## src/rtl/usb_rx_pkg.sv

```systemverilog
// Shared types and defaults for the USB high-speed receive front end
// (NRZI decode, SYNC hunt, bit unstuffing, deserializer).
package usb_rx_pkg;

    typedef enum logic [1:0] {
        HUNT    = 2'd0,
        DATA    = 2'd1,
        WAIT_SQ = 2'd2
    } rx_state_e;

    localparam int SYNC_MIN_ZEROS_DEF = 12;
    localparam int STUFF_LIMIT_DEF    = 6;
    localparam int ONES_CNT_W         = $clog2(STUFF_LIMIT_DEF + 1);

    // Bits needed for a counter that must be able to hold maxv.
    function automatic int cnt_w(input int maxv);
        return $clog2(maxv + 1);
    endfunction

endpackage

```

## src/rtl/usb_rx_nrzi_unstuff_if.sv

```systemverilog
// Line-side inputs and UTMI-style byte-stream outputs of the receive stage.
interface usb_rx_nrzi_unstuff_if;
    logic       data_in;
    logic       squelch;
    logic [7:0] rx_data;
    logic       rx_valid;
    logic       rx_active;
    logic       rx_error;

    modport master (
        output data_in, squelch,
        input  rx_data, rx_valid, rx_active, rx_error
    );

    modport slave (
        input  data_in, squelch,
        output rx_data, rx_valid, rx_active, rx_error
    );
endinterface

```

## src/rtl/usb_rx_nrzi_unstuff_decoder.sv

```systemverilog
// NRZI decoder: a line level equal to the previous one decodes as 1.
module usb_nrzi_decoder (
    input  logic clock_480,
    input  logic reset,
    input  logic line_i,
    output logic dec_o
);
    logic prev_level_q;

    always_ff @(posedge clock_480 or posedge reset) begin
        if (reset) begin
            prev_level_q <= 1'b0;
        end else begin
            prev_level_q <= line_i;
        end
    end

    assign dec_o = ~(line_i ^ prev_level_q);
endmodule

```

## src/rtl/usb_rx_nrzi_unstuff.sv

```systemverilog
// HS receive stage: hunts for SYNC, strips stuffed bits, assembles bytes
// LSB-first and flags EOP / squelch terminations on a UTMI-style stream.
module usb_rx_nrzi_unstuff
    import usb_rx_pkg::*;
#(
    parameter int SYNC_MIN_ZEROS = SYNC_MIN_ZEROS_DEF,
    parameter int STUFF_LIMIT    = STUFF_LIMIT_DEF
) (
    input  logic                 clock_480,
    input  logic                 reset,
    usb_rx_nrzi_unstuff_if.slave rx_if
);
    localparam int ZERO_W = cnt_w(SYNC_MIN_ZEROS);
    localparam int ONES_W = cnt_w(STUFF_LIMIT);
    localparam logic [ZERO_W-1:0] ZERO_SAT = ZERO_W'(SYNC_MIN_ZEROS);
    localparam logic [ONES_W-1:0] ONES_MAX = ONES_W'(STUFF_LIMIT);

    logic dec;

    rx_state_e         state_q, state_d;
    logic [ZERO_W-1:0] zero_cnt_q, zero_cnt_d;
    logic [ONES_W-1:0] ones_cnt_q, ones_cnt_d;
    logic [2:0]        bit_cnt_q, bit_cnt_d;
    logic [7:0]        shreg_q, shreg_d;
    logic [7:0]        rx_data_q, rx_data_d;
    logic              rx_valid_q, rx_valid_d;
    logic              rx_active_q, rx_active_d;
    logic              rx_error_q, rx_error_d;

    usb_nrzi_decoder u_dec (
        .clock_480 (clock_480),
        .reset     (reset),
        .line_i    (rx_if.data_in),
        .dec_o     (dec)
    );

    always_comb begin
        state_d     = state_q;
        zero_cnt_d  = zero_cnt_q;
        ones_cnt_d  = ones_cnt_q;
        bit_cnt_d   = bit_cnt_q;
        shreg_d     = shreg_q;
        rx_data_d   = rx_data_q;
        rx_active_d = rx_active_q;
        rx_valid_d  = 1'b0;
        rx_error_d  = 1'b0;

        unique case (state_q)
            HUNT: begin
                if (rx_if.squelch) begin
                    zero_cnt_d = '0;
                end else if (!dec) begin
                    if (zero_cnt_q != ZERO_SAT) begin
                        zero_cnt_d = zero_cnt_q + 1'b1;
                    end
                end else begin
                    zero_cnt_d = '0;
                    if (zero_cnt_q >= ZERO_SAT) begin
                        state_d     = DATA;
                        rx_active_d = 1'b1;
                        ones_cnt_d  = '0;
                        bit_cnt_d   = '0;
                        shreg_d     = '0;
                    end
                end
            end

            DATA: begin
                // Squelch outranks a stuff violation, which outranks byte completion.
                if (rx_if.squelch) begin
                    state_d     = HUNT;
                    zero_cnt_d  = '0;
                    rx_active_d = 1'b0;
                    rx_error_d  = (bit_cnt_q != 3'd0);
                end else if (ones_cnt_q == ONES_MAX) begin
                    if (!dec) begin
                        ones_cnt_d = '0;
                    end else begin
                        // Seven 1s ending exactly one bit short of a byte is the HS EOP.
                        state_d     = WAIT_SQ;
                        rx_active_d = 1'b0;
                        rx_error_d  = (bit_cnt_q != 3'd7);
                    end
                end else begin
                    shreg_d    = {dec, shreg_q[7:1]};
                    bit_cnt_d  = bit_cnt_q + 3'd1;
                    ones_cnt_d = dec ? ones_cnt_q + 1'b1 : '0;
                    if (bit_cnt_q == 3'd7) begin
                        rx_data_d  = {dec, shreg_q[7:1]};
                        rx_valid_d = 1'b1;
                    end
                end
            end

            WAIT_SQ: begin
                if (rx_if.squelch) begin
                    state_d    = HUNT;
                    zero_cnt_d = '0;
                end
            end

            default: begin
                state_d = HUNT;
            end
        endcase
    end

    always_ff @(posedge clock_480 or posedge reset) begin
        if (reset) begin
            state_q     <= HUNT;
            zero_cnt_q  <= '0;
            ones_cnt_q  <= '0;
            bit_cnt_q   <= '0;
            shreg_q     <= '0;
            rx_data_q   <= '0;
            rx_valid_q  <= 1'b0;
            rx_active_q <= 1'b0;
            rx_error_q  <= 1'b0;
        end else begin
            state_q     <= state_d;
            zero_cnt_q  <= zero_cnt_d;
            ones_cnt_q  <= ones_cnt_d;
            bit_cnt_q   <= bit_cnt_d;
            shreg_q     <= shreg_d;
            rx_data_q   <= rx_data_d;
            rx_valid_q  <= rx_valid_d;
            rx_active_q <= rx_active_d;
            rx_error_q  <= rx_error_d;
        end
    end

    assign rx_if.rx_data   = rx_data_q;
    assign rx_if.rx_valid  = rx_valid_q;
    assign rx_if.rx_active = rx_active_q;
    assign rx_if.rx_error  = rx_error_q;
endmodule
```

## src/flat_wrapper.sv

```systemverilog
// flat-port wrapper written by rule: the top's interface ports become plain ports
module usb_rx_nrzi_unstuff_flat import usb_rx_pkg::*;
#(
    parameter int SYNC_MIN_ZEROS = SYNC_MIN_ZEROS_DEF,
    parameter int STUFF_LIMIT    = STUFF_LIMIT_DEF
)
  (clock_480, reset, rx_if_data_in, rx_if_squelch, rx_if_rx_data, rx_if_rx_valid, rx_if_rx_active, rx_if_rx_error);
  usb_rx_nrzi_unstuff_if rx_if_i ();
  input  logic clock_480;
  input  logic reset;
  input wire logic [$bits(rx_if_i.data_in)-1:0] rx_if_data_in;
  input wire logic [$bits(rx_if_i.squelch)-1:0] rx_if_squelch;
  output wire logic [$bits(rx_if_i.rx_data)-1:0] rx_if_rx_data;
  output wire logic [$bits(rx_if_i.rx_valid)-1:0] rx_if_rx_valid;
  output wire logic [$bits(rx_if_i.rx_active)-1:0] rx_if_rx_active;
  output wire logic [$bits(rx_if_i.rx_error)-1:0] rx_if_rx_error;
  assign rx_if_i.data_in = rx_if_data_in;
  assign rx_if_i.squelch = rx_if_squelch;
  assign rx_if_rx_data = rx_if_i.rx_data;
  assign rx_if_rx_valid = rx_if_i.rx_valid;
  assign rx_if_rx_active = rx_if_i.rx_active;
  assign rx_if_rx_error = rx_if_i.rx_error;
  usb_rx_nrzi_unstuff #(.SYNC_MIN_ZEROS(SYNC_MIN_ZEROS), .STUFF_LIMIT(STUFF_LIMIT)) u_core (.clock_480(clock_480), .reset(reset), .rx_if(rx_if_i));
endmodule
```

## config.mk

```make
export PLATFORM = sky130hd
export DESIGN_NAME = usb_rx_nrzi_unstuff_flat
export DESIGN_NICKNAME = d
export VERILOG_FILES = /design/src/rtl/usb_rx_pkg.sv /design/src/rtl/usb_rx_nrzi_unstuff_if.sv /design/src/rtl/usb_rx_nrzi_unstuff_decoder.sv /design/src/rtl/usb_rx_nrzi_unstuff.sv /design/src/flat_wrapper.sv
export SDC_FILE = /design/constraint.sdc
export NUM_CORES = 1
export LEC_CHECK = 0
export CAP_MARGIN = 20
export CORE_ASPECT_RATIO = 1.4
export CORE_MARGIN = 2
export CORE_UTILIZATION = 39
export DETAILED_ROUTE_END_ITERATION = 6
export DONT_BUFFER_PORTS = 1
export GPL_TIMING_DRIVEN = 0
export PLACE_DENSITY = 0.59
export SLEW_MARGIN = 25
export SYNTH_ARGS = -nofsm -noshare
export SYNTH_HDL_FRONTEND = slang
export SYNTH_SLANG_ARGS = --single-unit
```

## constraint.sdc

```tcl
create_clock -name clock_480 -period 4.37 [get_ports clock_480]
set_input_delay 0.2185 -clock clock_480 [delete_from_list [all_inputs] [get_ports clock_480]]
set_output_delay 0.2185 -clock clock_480 [all_outputs]
set_load 0.05 [all_outputs]
```

; After elaboration in Yosys (flattened, before gate mapping)
; Cells that the tools add are included.
[classes]
n_bitwise = 4
mul = 0
addsub = 3
n_eq_ne = 17
n_div = 0
reduce_logical = 11
order_cmp = 1
n_shift = 0
n_mux = 45
[ops]
columns = operator, count
row1 = 2-to-1 mux 8 bit, 5
row2 = 2-to-1 mux 3 bit, 9
row3 = AND reduction 6 bit, 4
row4 = 2-to-1 mux 4 bit, 4
row5 = one-hot mux 8 bit (2 select lines), 1
row6 = 2-to-1 mux 1 bit, 14
row7 = 2-to-1 mux 2 bit, 7
row8 = one-hot mux 3 bit (2 select lines), 2
row9 = inequality test 2 bit (second input constant), 5
row10 = inequality test 4 bit (second input constant), 2
row11 = one-hot mux 4 bit (2 select lines), 1
row12 = adder 3 x 1 -> 3 bit (second input constant), 2
row13 = equality test 3 bit (second input constant), 2
row14 = inequality test 3 x 2 -> 1 bit (second input constant), 2
row15 = inequality test 3 bit (second input constant), 2
row16 = one-hot mux 2 bit (3 select lines), 1
row17 = adder 4 x 1 -> 4 bit (second input constant), 1
row18 = >= comparator 4 bit (second input constant), 1
row19 = inequality test 2 x 1 -> 1 bit (second input constant), 2
row20 = AND reduction 4 bit, 1
row21 = nonzero test 2 bit, 2
row22 = inverter 1 bit, 3
row23 = AND reduction 3 bit, 1
row24 = nonzero test 3 bit, 1
row25 = 6 further kinds, 6
[totals]
rom_bits = 0
regBits = 32
wordCells = 91
mem_count = 0
latchBits = 0
mem_bits_rw = 0

; Depth between registers and ports, before layout
; Gate-level depths: netlist (run 1).
[logic_depth]
word_depth = 5
ltp_mapped = 7
mapped_depth_nobuf = 6

; Hierarchy
; From an unflattened synthesis (run 1), not the netlist that was laid out.
[hier_totals]
cells_unflattened = 138
area_unflattened_um2 = 1581.5
[by_module_without_submodules]
columns = module, n_inst, area_per_inst_um2, cells_per_inst, seq_area_each_um2
row1 = usb_rx_nrzi_unstuff, 1, 1544.0, 135, 750.7
row2 = usb_nrzi_decoder, 1, 37.5, 3, 25.0

; Worst setup path before layout (run 1)
; Ideal clock, no wire load.
[synth_timing]
path_type = reg2reg
from = reg u_core.state_q[0]
to = reg u_core.zero_cnt_q[2]
path_slack_ns = 2.754
n_path_buf = 0
t_required_ns = 4.233
t_arrival_ns = 1.478
stages_incl_launch_ff = 7
synth_period_minus_slack_ns = 1.616
cell_sequence = dfrtp_1 > inv_1 > ha_1 > nand2_1 > or3_4 > a31oi_1 > a31oi_1
[synth_via]
elab_chain_cells = 4
[synth_lines]
columns = element, line_no
row1 = start: declaration, usb_rx_nrzi_unstuff.sv:20  ; rx_state_e state_q, state_d;
row2 = start signal: assignment, usb_rx_nrzi_unstuff.sv:120  ; state_q <= state_d;
row3 = equality test 2 x 1 -> 1 bit or equality test 2 bit (tied branches), usb_rx_nrzi_unstuff.sv:48  ; unique case (state_q)
row4 = OR reduction 2 bit (no source line), --
row5 = inequality test 2 x 1 -> 1 bit (no source line) or nonzero test 2 bit (tied branches), --
row6 = AND reduction 3 bit (no source line), --
row7 = end signal: assignment, usb_rx_nrzi_unstuff.sv:121  ; zero_cnt_q <= zero_cnt_d;
row8 = end: declaration, usb_rx_nrzi_unstuff.sv:21  ; logic [ZERO_W-1:0] zero_cnt_q, zero_cnt_d;
; Parallel ways exist; a longest one is shown, timed or not.
; A chain may end at the register's enable or synchronous reset.

; Worst setup path in the final report (run 1)
[layout_timing]
from = reg u_core.state_q[1]
to = reg u_core.ones_cnt_q[0]
[layout_via]
elab_chain_cells = 3
[layout_lines]
columns = element, line_no
row1 = equality test 2 x 1 -> 1 bit or logical NOT 2 bit (tied branches), usb_rx_nrzi_unstuff.sv:48
row2 = inequality test 3 x 2 -> 1 bit (no source line) (tied with other cells), --
row3 = AND reduction 6 bit (no source line), --
row4 = end signal: assignment, usb_rx_nrzi_unstuff.sv:122  ; ones_cnt_q <= ones_cnt_d;
row5 = end: declaration, usb_rx_nrzi_unstuff.sv:22  ; logic [ONES_W-1:0] ones_cnt_q, ones_cnt_d;
; Parallel ways exist; a longest one is shown, timed or not.

==> results of run 1 <==
## how the worst min path moves through the flow
stage	from	end	slack [ps]
detailed placement	reset	u_core.zero_cnt_q[1]	230
global route	rx_if_data_in	u_core.rx_if.rx_data[7]	290
global placement	rx_if_data_in	u_core.u_dec.prev_level_q	250
floorplan	rx_if_data_in	u_core.u_dec.prev_level_q	250
finish	rx_if_data_in	u_core.rx_if.rx_data[7]	250
CTS	rx_if_data_in	u_core.rx_if.rx_data[7]	250
## per-layer routing
metal,vias to the layer above,GRT usage (%),part of all wire [%]
met1,533,17.03,42
met4,0,5.581,1.7
met5,-,0,0
li1,505,-,-
met3,5,4.538,4.7
met2,18,23.26,51
## layout make-up
cell class	count	share of cell area, %
plain buffers	3	0.7768
clock buffers	5	3.884
well taps	43	3.037
inverters	13	2.754
flip-flops and latches	31	43.79
multi-input cells	88	43.50
clock inverters	3	1.130
repair buffers	2	1.130
## power by group
group	switching [µW]	total (µW)	internal, µW
logic	167	300	134
clock network	109	219	111
registers	89.8	439	350
total	366	959	594
## stage by stage
stage	cell area [µm²]	hold WS [ps]	setup WS, ps	util (%)	total power, µW
3_5_place_dp	1663	231.0	2572	42.07	744.9
3_3_place_gp	1663	250.3	2625	42.07	732.9
5_1_grt	1772	289.2	2326	44.82	1033
2_1_floorplan	1609	249.9	2754	-	680.0
4_1_cts	1772	251.0	2549	44.82	972.3
6_report	1772	249.5	2547	44.82	959.4
## cells by family (layout without fill, tap and decap cells)
| family | Yosys count | count (layout) | share of synthesized area, % |
|---|---|---|---|
| multiplexers | 11 | 11 | 7.543 |
| AO/OA/AOI/OAI | 35 | 35 | 18.20 |
| adder cells (fa/ha/maj) | 12 | 12 | 9.331 |
| AND/OR/NAND/NOR | 28 | 28 | 10.81 |
| buffers and inverters | 16 | 26 | 3.888 |
| XOR/XNOR | 2 | 2 | 2.022 |
| flip-flops | 31 | 31 | 48.21 |
## worst register-to-register path, cell delays in order (launching register included)
cell and delay, ps:
dfrtp_1 400, inv_1 100, ha_1 210, buf_2 190, o21ai_0 220, o21a_1 200
nand3_1 110, mux2_2 280
## registers in the layout, summed over array words and instances (netlist names)
| name | count |
|---|---|
| u_core.rx_if.rx_data | 8 |
| u_core.shreg_q | 7 |
| u_core.zero_cnt_q | 4 |
| u_core.bit_cnt_q | 3 |
| u_core.ones_cnt_q | 3 |
| u_core.state_q | 2 |
| u_core.rx_if.rx_active | 1 |
| u_core.rx_if.rx_error | 1 |
| u_core.rx_if.rx_valid | 1 |
| u_core.u_dec.prev_level_q | 1 |
## placed cells by master (no fill, tap or decap), drive strengths merged, types with 2 or more instances in the layout
cell	instances
a21oi	3
a22o	9
a31oi	7
buf	2
clkbuf	6
clkinvlp	2
dfrtp	31
dlygate4sd3	2
ha	12
inv	13
mux2	9
mux2i	2
nand2	8
nand3	5
nor3	4
o21a	2
o21ai	5
or2b	2
==> reports/metrics.csv, run 1 <==
stage,metric,value,unit
worst_setup_path,CP endpoint,u_core.ones_cnt_q[0],
worst_setup_path,reg2reg start,u_core.state_q[1],
floorplan,total die area,4663,µm²
timing,Max Slew Vio Count,0,
synthesis,fraction of registers with async set/reset,100.0,%
synthesis,Ys Warns,0,
synthesis,"EDFF count, synth",0,
routing,Via density,5.644,
synthesis,top-count cell post-synth,dfrtp_1,
worst_setup_path,Crit path depth,7,
finish,nets,160,
timing,RSZ-0062 raised after global routing,no,
finish,Layout area overhead,10.11,%
routing,DRT Pass-1 Iters,4,
timing,"Setup violations, final",0,
grt,initial antenna violation count,0,
worst_setup_path,R2R Setup Slk,2550,ps
worst_setup_path,family with the most delay on the worst path,compound AO/OA/AOI/OAI gates,
clock_tree,TritonCTS clock tree,built,
floorplan,total core area,3953,µm²
timing,Slew @ Worst Pin,636.0,ps
clock_tree,PostCTS Resize Cnt,0,
place,DP Wirelength,2039,µm
grt,GRT overflow,0,
timing,Sum Neg Setup Slack,0,ps
worst_setup_path,crit-path max FO,10,
clock_tree,clock-pin slew on the worst setup and hold paths,70,ps
place,"number of placed instances, taps included",178,
worst_setup_path,slowest library cell on the worst path,dfrtp_1,
grt,pin count of the biggest net entering global routing,32,
synthesis,syn_nets,151,
worst_setup_path,critical path arrival,1990,ps
synthesis,syn_area_per_cell,11.92,µm²
routing,# DRC,0,
min_path,hold path depth,2,
timing,Max Fclk,548.4,MHz
finish,Layout fillers,379,
worst_setup_path,crit path capture type,flip-flop,
clock_tree,CTS sink cnt,31,
synthesis,post-synth cell types,39,
routing,wire length per cell,15.32,µm
worst_setup_path,Bufs and invs on worst path,2,
clock_tree,TritonCTS buffer count,5,
min_path,HP Class,in2reg,
timing,Setup Skew,6.152,ps
synthesis,"area leader, netlist",dfrtp_1,
power,Pwr Density,541.5,nW/µm²
floorplan,I/O pins,15,
finish,Storage cell area,775.7,µm²
timing,crit path time final,1823,ps
routing,via count,1061,
timing,"Hold Violations, Final",0,
worst_setup_path,cells along the critical path,"inv_1, ha_1, buf_2, o21ai_0, o21a_1, nand3_1, mux2_2",
worst_setup_path,Setup crit start,u_core.state_q[1],
worst_setup_path,CP peak stage delay,400,ps
worst_setup_path,Reg2Reg Depth,7,
clock_tree,number of post-CTS setup repair buffers,0,
run_status,status,"complete, no violations",
timing,final cycle utilization of the critical path,41.73,%
worst_setup_path,reg-to-reg endpoint,u_core.ones_cnt_q[0],
synthesis,"Seq/Total Area, Yosys",48.21,%
finish,area taken by multi-input logic gates,770.7,µm²
power,leakage,0.0008412,µW
worst_setup_path,startpoint type of the worst setup path,flip-flop,
floorplan,chip height,80,µm
grt,global-route usage over all layers,14.21,%
floorplan,Initial Util,40.71,%
worst_setup_path,critical path class,reg2reg,
worst_setup_path,CP required,4540,ps
synthesis,Yosys top cell area share,48.21,%
place,GP Congestion,0.8428,
place,PortBufs,0,
clock_tree,Skew-Pair Late Insertion Delay,280,ps
clock_tree,cts hold-fix bufs,2,
routing,Post-DRT Antenna Nets,0,
clock_tree,H-tree levels,2,
synthesis,synthesis-stage register bit count,31,
power,maximum vdd ir drop,0.3608,mV
synthesis,mapped cell area,1609,µm²
job,max_cap viols,0,
grt,first-pass GRT wire length,5009,µm
finish,share of cells above drive strength 1,20.69,%
floorplan,Cell Rows,27,
finish,antenna cells,0,
routing,DR iter-0 viols,68,
grt,number of global-route vias before repair,1099,
synthesis,Commonest cells post-synth,"31 x dfrtp_1, 13 x inv_1, 12 x ha_1",
synthesis,Synth area leaders,"dfrtp_1 48%, ha_1 9.3%, mux2_2 6.3%",
clock_tree,clk buf depth,2,
floorplan,Die X,58.29,µm
routing,WL final,2880,µm
clock_tree,clock tree root driver cell,clkbuf_8,
synthesis,ys flop type,dfrtp_1,
synthesis,Post-Synthesis Cells,135,
finish,final cell count without fillers,188,
timing,slew margin rel.,57.54,%
No activity file was read; power rests on OpenSTA's default activity.
==> run 2: changes to the inputs <==
--- a/config.mk
+++ b/config.mk
@@ -5,6 +5,7 @@
 export SDC_FILE = /design/constraint.sdc
 export NUM_CORES = 1
 export LEC_CHECK = 0
+export ABC_AREA = 1
 export CAP_MARGIN = 20
 export CORE_ASPECT_RATIO = 1.4
 export CORE_MARGIN = 2
@@ -12,7 +13,7 @@
 export DETAILED_ROUTE_END_ITERATION = 6
 export DONT_BUFFER_PORTS = 1
 export GPL_TIMING_DRIVEN = 0
-export PLACE_DENSITY = 0.59
+export PLACE_DENSITY = 0.61
 export SLEW_MARGIN = 25
 export SYNTH_ARGS = -nofsm -noshare
 export SYNTH_HDL_FRONTEND = slang
==> constraint.sdc (replaced) <==
create_clock -name clock_480 -period 1.52 [get_ports clock_480]
set_input_delay 0.076 -clock clock_480 [delete_from_list [all_inputs] [get_ports clock_480]]
set_output_delay 0.076 -clock clock_480 [all_outputs]
set_load 0.05 [all_outputs]
==> run 2 against run 1 <==
Against the previous run:
- combinational power grew to 4.5 times the previous value
- non-clock buffer count is 7 higher
- first-iteration DRC count down 12%
- fmax is 25% higher
- global-route usage rose by 0.22 points
- critical endpoint is now u_core.shreg_q[7]
- largest power group is now combinational logic
==> reports/metrics.csv, run 2 <==
stage,metric,value,unit,change
place,Post-DP Area,1824,µm²,+9.7%
place,pre-CTS setup slack,-74.45,ps,-2646 ps
worst_setup_path,cells along the critical path,"buf_4, ha_4, nand2_2, nand2_1, nor2_2, nand2_2, buf_6, nand2_2, o21ai_2",,
floorplan,Initial Util,40.93,%,+0.22 points
worst_setup_path,Bufs and invs on worst path,2,,unchanged
worst_setup_path,crit-path max FO,6,,-4
place,GP Congestion,0.8132,,-3.5%
floorplan,total die area,5044,µm²,+8.2%
worst_setup_path,family with the most delay on the worst path,flip-flops,,
routing,Post-DRT Antenna Nets,0,,unchanged
power,Tot Pwr,3185,µW,+230%
synthesis,syn_area_per_cell,7.951,µm²,-33%
synthesis,Ys Warns,0,,unchanged
synthesis,Commonest cells post-synth,"87 x nand2_1, 31 x dfrtp_1, 19 x inv_1",,
routing,# DRC,0,,unchanged
grt,number of global-route vias before repair,1345,,+22%
floorplan,chip height,83.24,µm,+4.0%
routing,DRT Pass-1 Iters,4,,unchanged
finish,most frequent cells in the layout,"78 x nand2_1, 31 x dfrtp_1, 18 x nand3_1, 16 x inv_1, 15 x nor2_1",,
routing,via count,1408,,+33%
finish,nets,252,,+57%
synthesis,mapped cell area,1749,µm²,+8.7%
timing,RSZ-0062 raised after global routing,yes,,
finish,Layout area overhead,19.03,%,
run_status,status,"complete, no violations",,
finish,"Design Area, Final",2082,µm²,+18%
floorplan,total core area,4274,µm²,+8.1%
clock_tree,clock tree root driver cell,clkbuf_8,,
finish,share of cells above drive strength 1,23.63,%,+2.9 points
routing,WL final,3313,µm,+15%
finish,Storage cell area,775.7,µm²,unchanged
finish,antenna cells,0,,unchanged
timing,hold_ws,5.596,ps,-243.9 ps
synthesis,Synth area leaders,"dfrtp_1 44%, nand2_1 19%, ha_1 8.6%",,
finish,max reg flops,8,,unchanged
grt,initial antenna violation count,0,,unchanged
finish,area taken by multi-input logic gates,927.1,µm²,+20%
grt,pin count of the biggest net entering global routing,32,,unchanged
grt,global-route usage over all layers,14.44,%,+0.22 points
clock_tree,TritonCTS clock tree,built,,
worst_setup_path,critical path's most frequent cell,nand2_2,,
place,PortBufs,0,,unchanged
synthesis,synthesis-stage register bit count,31,,unchanged
timing,Slew @ Worst Pin,636.4,ps,+0.4401 ps
synthesis,top-count cell post-synth,nand2_1,,
floorplan,Cell Rows,28,,+3.7%
synthesis,"Seq/Total Area, Yosys",44.35,%,-3.9 points
timing,slew margin rel.,57.51,%,about the same
worst_setup_path,startpoint type of the worst setup path,flip-flop,,
timing,crit path time final,1458,ps,-365.3 ps
routing,wire length per cell,11.15,µm,-27%
worst_setup_path,crit path capture type,flip-flop,,
clock_tree,clk buf depth,2,,unchanged
finish,fin util,48.71,%,+3.9 points
timing,"Setup violations, final",0,,unchanged
worst_setup_path,CP required,1690,ps,-2850 ps
floorplan,I/O pins,15,,unchanged
routing,DR iter-0 viols,60,,-12%
power,Pwr Density,1530,nW/µm²,+180%
synthesis,"EDFF count, synth",0,,unchanged
timing,setup ws final,61.82,ps,-2485 ps
synthesis,Yosys top cell area share,44.35,%,-3.9 points
power,maximum vdd ir drop,0.8700,mV,+140%
finish,"commonest non-fill, non-tap cell in the layout",nand2_1,,
synthesis,syn_nets,236,,+56%
power,leakage,0.001089,µW,+30%
synthesis,post-synth cell types,21,,-46%
routing,Via density,4.741,,-16%
finish,Layout fillers,443,,+17%
clock_tree,clock-pin slew on the worst setup and hold paths,60,ps,about the same
clock_tree,TritonCTS buffer count,5,,unchanged
synthesis,"area leader, netlist",dfrtp_1,,
synthesis,Post-Synthesis Cells,220,,+63%
synthesis,fraction of registers with async set/reset,100.0,%,unchanged
timing,Max Fclk,685.8,MHz,+25%
timing,final cycle utilization of the critical path,95.93,%,+54 points
grt,first-pass GRT wire length,5520,µm,+10%
clock_tree,Skew-Pair Late Insertion Delay,280,ps,about the same
worst_setup_path,slowest library cell on the worst path,dfrtp_1,,
timing,Setup Skew,3.508,ps,-2.644 ps
worst_setup_path,critical path class,reg2reg,,
job,max_cap viols,0,,unchanged
grt,GRT overflow,0,,unchanged
min_path,HP Class,in2reg,,
clock_tree,CTS sink cnt,31,,unchanged
clock_tree,H-tree levels,2,,unchanged
worst_setup_path,critical path arrival,1630,ps,-360 ps
timing,"Hold Violations, Final",0,,unchanged
floorplan,Die X,60.60,µm,+4.0%
place,DP Wirelength,2309,µm,+13%
timing,Max Slew Vio Count,0,,unchanged
synthesis,ys flop type,dfrtp_1,,
worst_setup_path,CP peak stage delay,410,ps,about the same
## run 2: path summary, 6_finish.rpt
path                                        start                       to  slack, ps  cells after the start
max in group asynchronous                   reset        u_core.shreg_q[7]        770                      2
worst min-delay path                rx_if_squelch    u_core.rx_if.rx_error          6                      2
min in group asynchronous                   reset        u_core.state_q[1]        340                      2
worst min register to register  u_core.shreg_q[4]  u_core.rx_if.rx_data[3]        500                      2
worst max register to register  u_core.state_q[0]        u_core.shreg_q[7]         60                      9
worst max-delay path            u_core.state_q[0]        u_core.shreg_q[7]         60                      9
## run 2: where the power goes
group / switching [µW] / internal, µW
combinational: 812 / 551
sequential: 173 / 944
clock: 292 / 413
total: 1280 / 1910
## run 2: stage by stage
step / std cells / TNS (ps)
2_1_floorplan: 220 / 0
3_3_place_gp: 280 / -610.9
3_5_place_dp: 280 / -1033
4_1_cts: 293 / 0
5_1_grt: 297 / -346.7
6_report: 297 / 0
## run 2: per-layer routing
layer | global-route usage, % | vias to the layer above | share of wire [%]
li1 | - | 722 | -
met1 | 15.37 | 664 | 43
met5 | 0 | - | 0
met2 | 24.54 | 16 | 52
met3 | 4.517 | 6 | 3.2
met4 | 7.115 | 0 | 2.0
## run 2: cell type report
cell class                      count  area share [%]
Clock buffer                        8           4.808
Tap cell                           60           3.606
Timing Repair Buffer                9           3.786
Multi-Input combinational cell    162           44.53
Sequential cell                    31           37.26
Buffer                              3           1.322
Inverter                           24           4.687
## run 2: logic make-up (layout without fill, tap and decap cells)
kind of cell | count (synthesis) | in the layout | synth area share (%)
and+or+nand+nor | 134 | 134 | 32.98
DFF | 31 | 31 | 44.35
buffers and inverters | 27 | 44 | 6.724
AOI/OAI and AO/OA | 14 | 14 | 6.366
adders and majority gates | 12 | 12 | 8.583
xor gates and xnor gates | 2 | 2 | 1.002
## run 2: timing repair
| action | CTS | global route |
|---|---|---|
| gates resized for setup | 6 | 19 |
| hold buffers | 3 | 0 |
| buffers inserted | 2 | 3 |
| gates cloned | 0 | 1 |
| setup endpoints to repair | 18 | 19 |
| endpoints found under the hold margin | 33 | 0 |
| pin swaps | 0 | 4 |
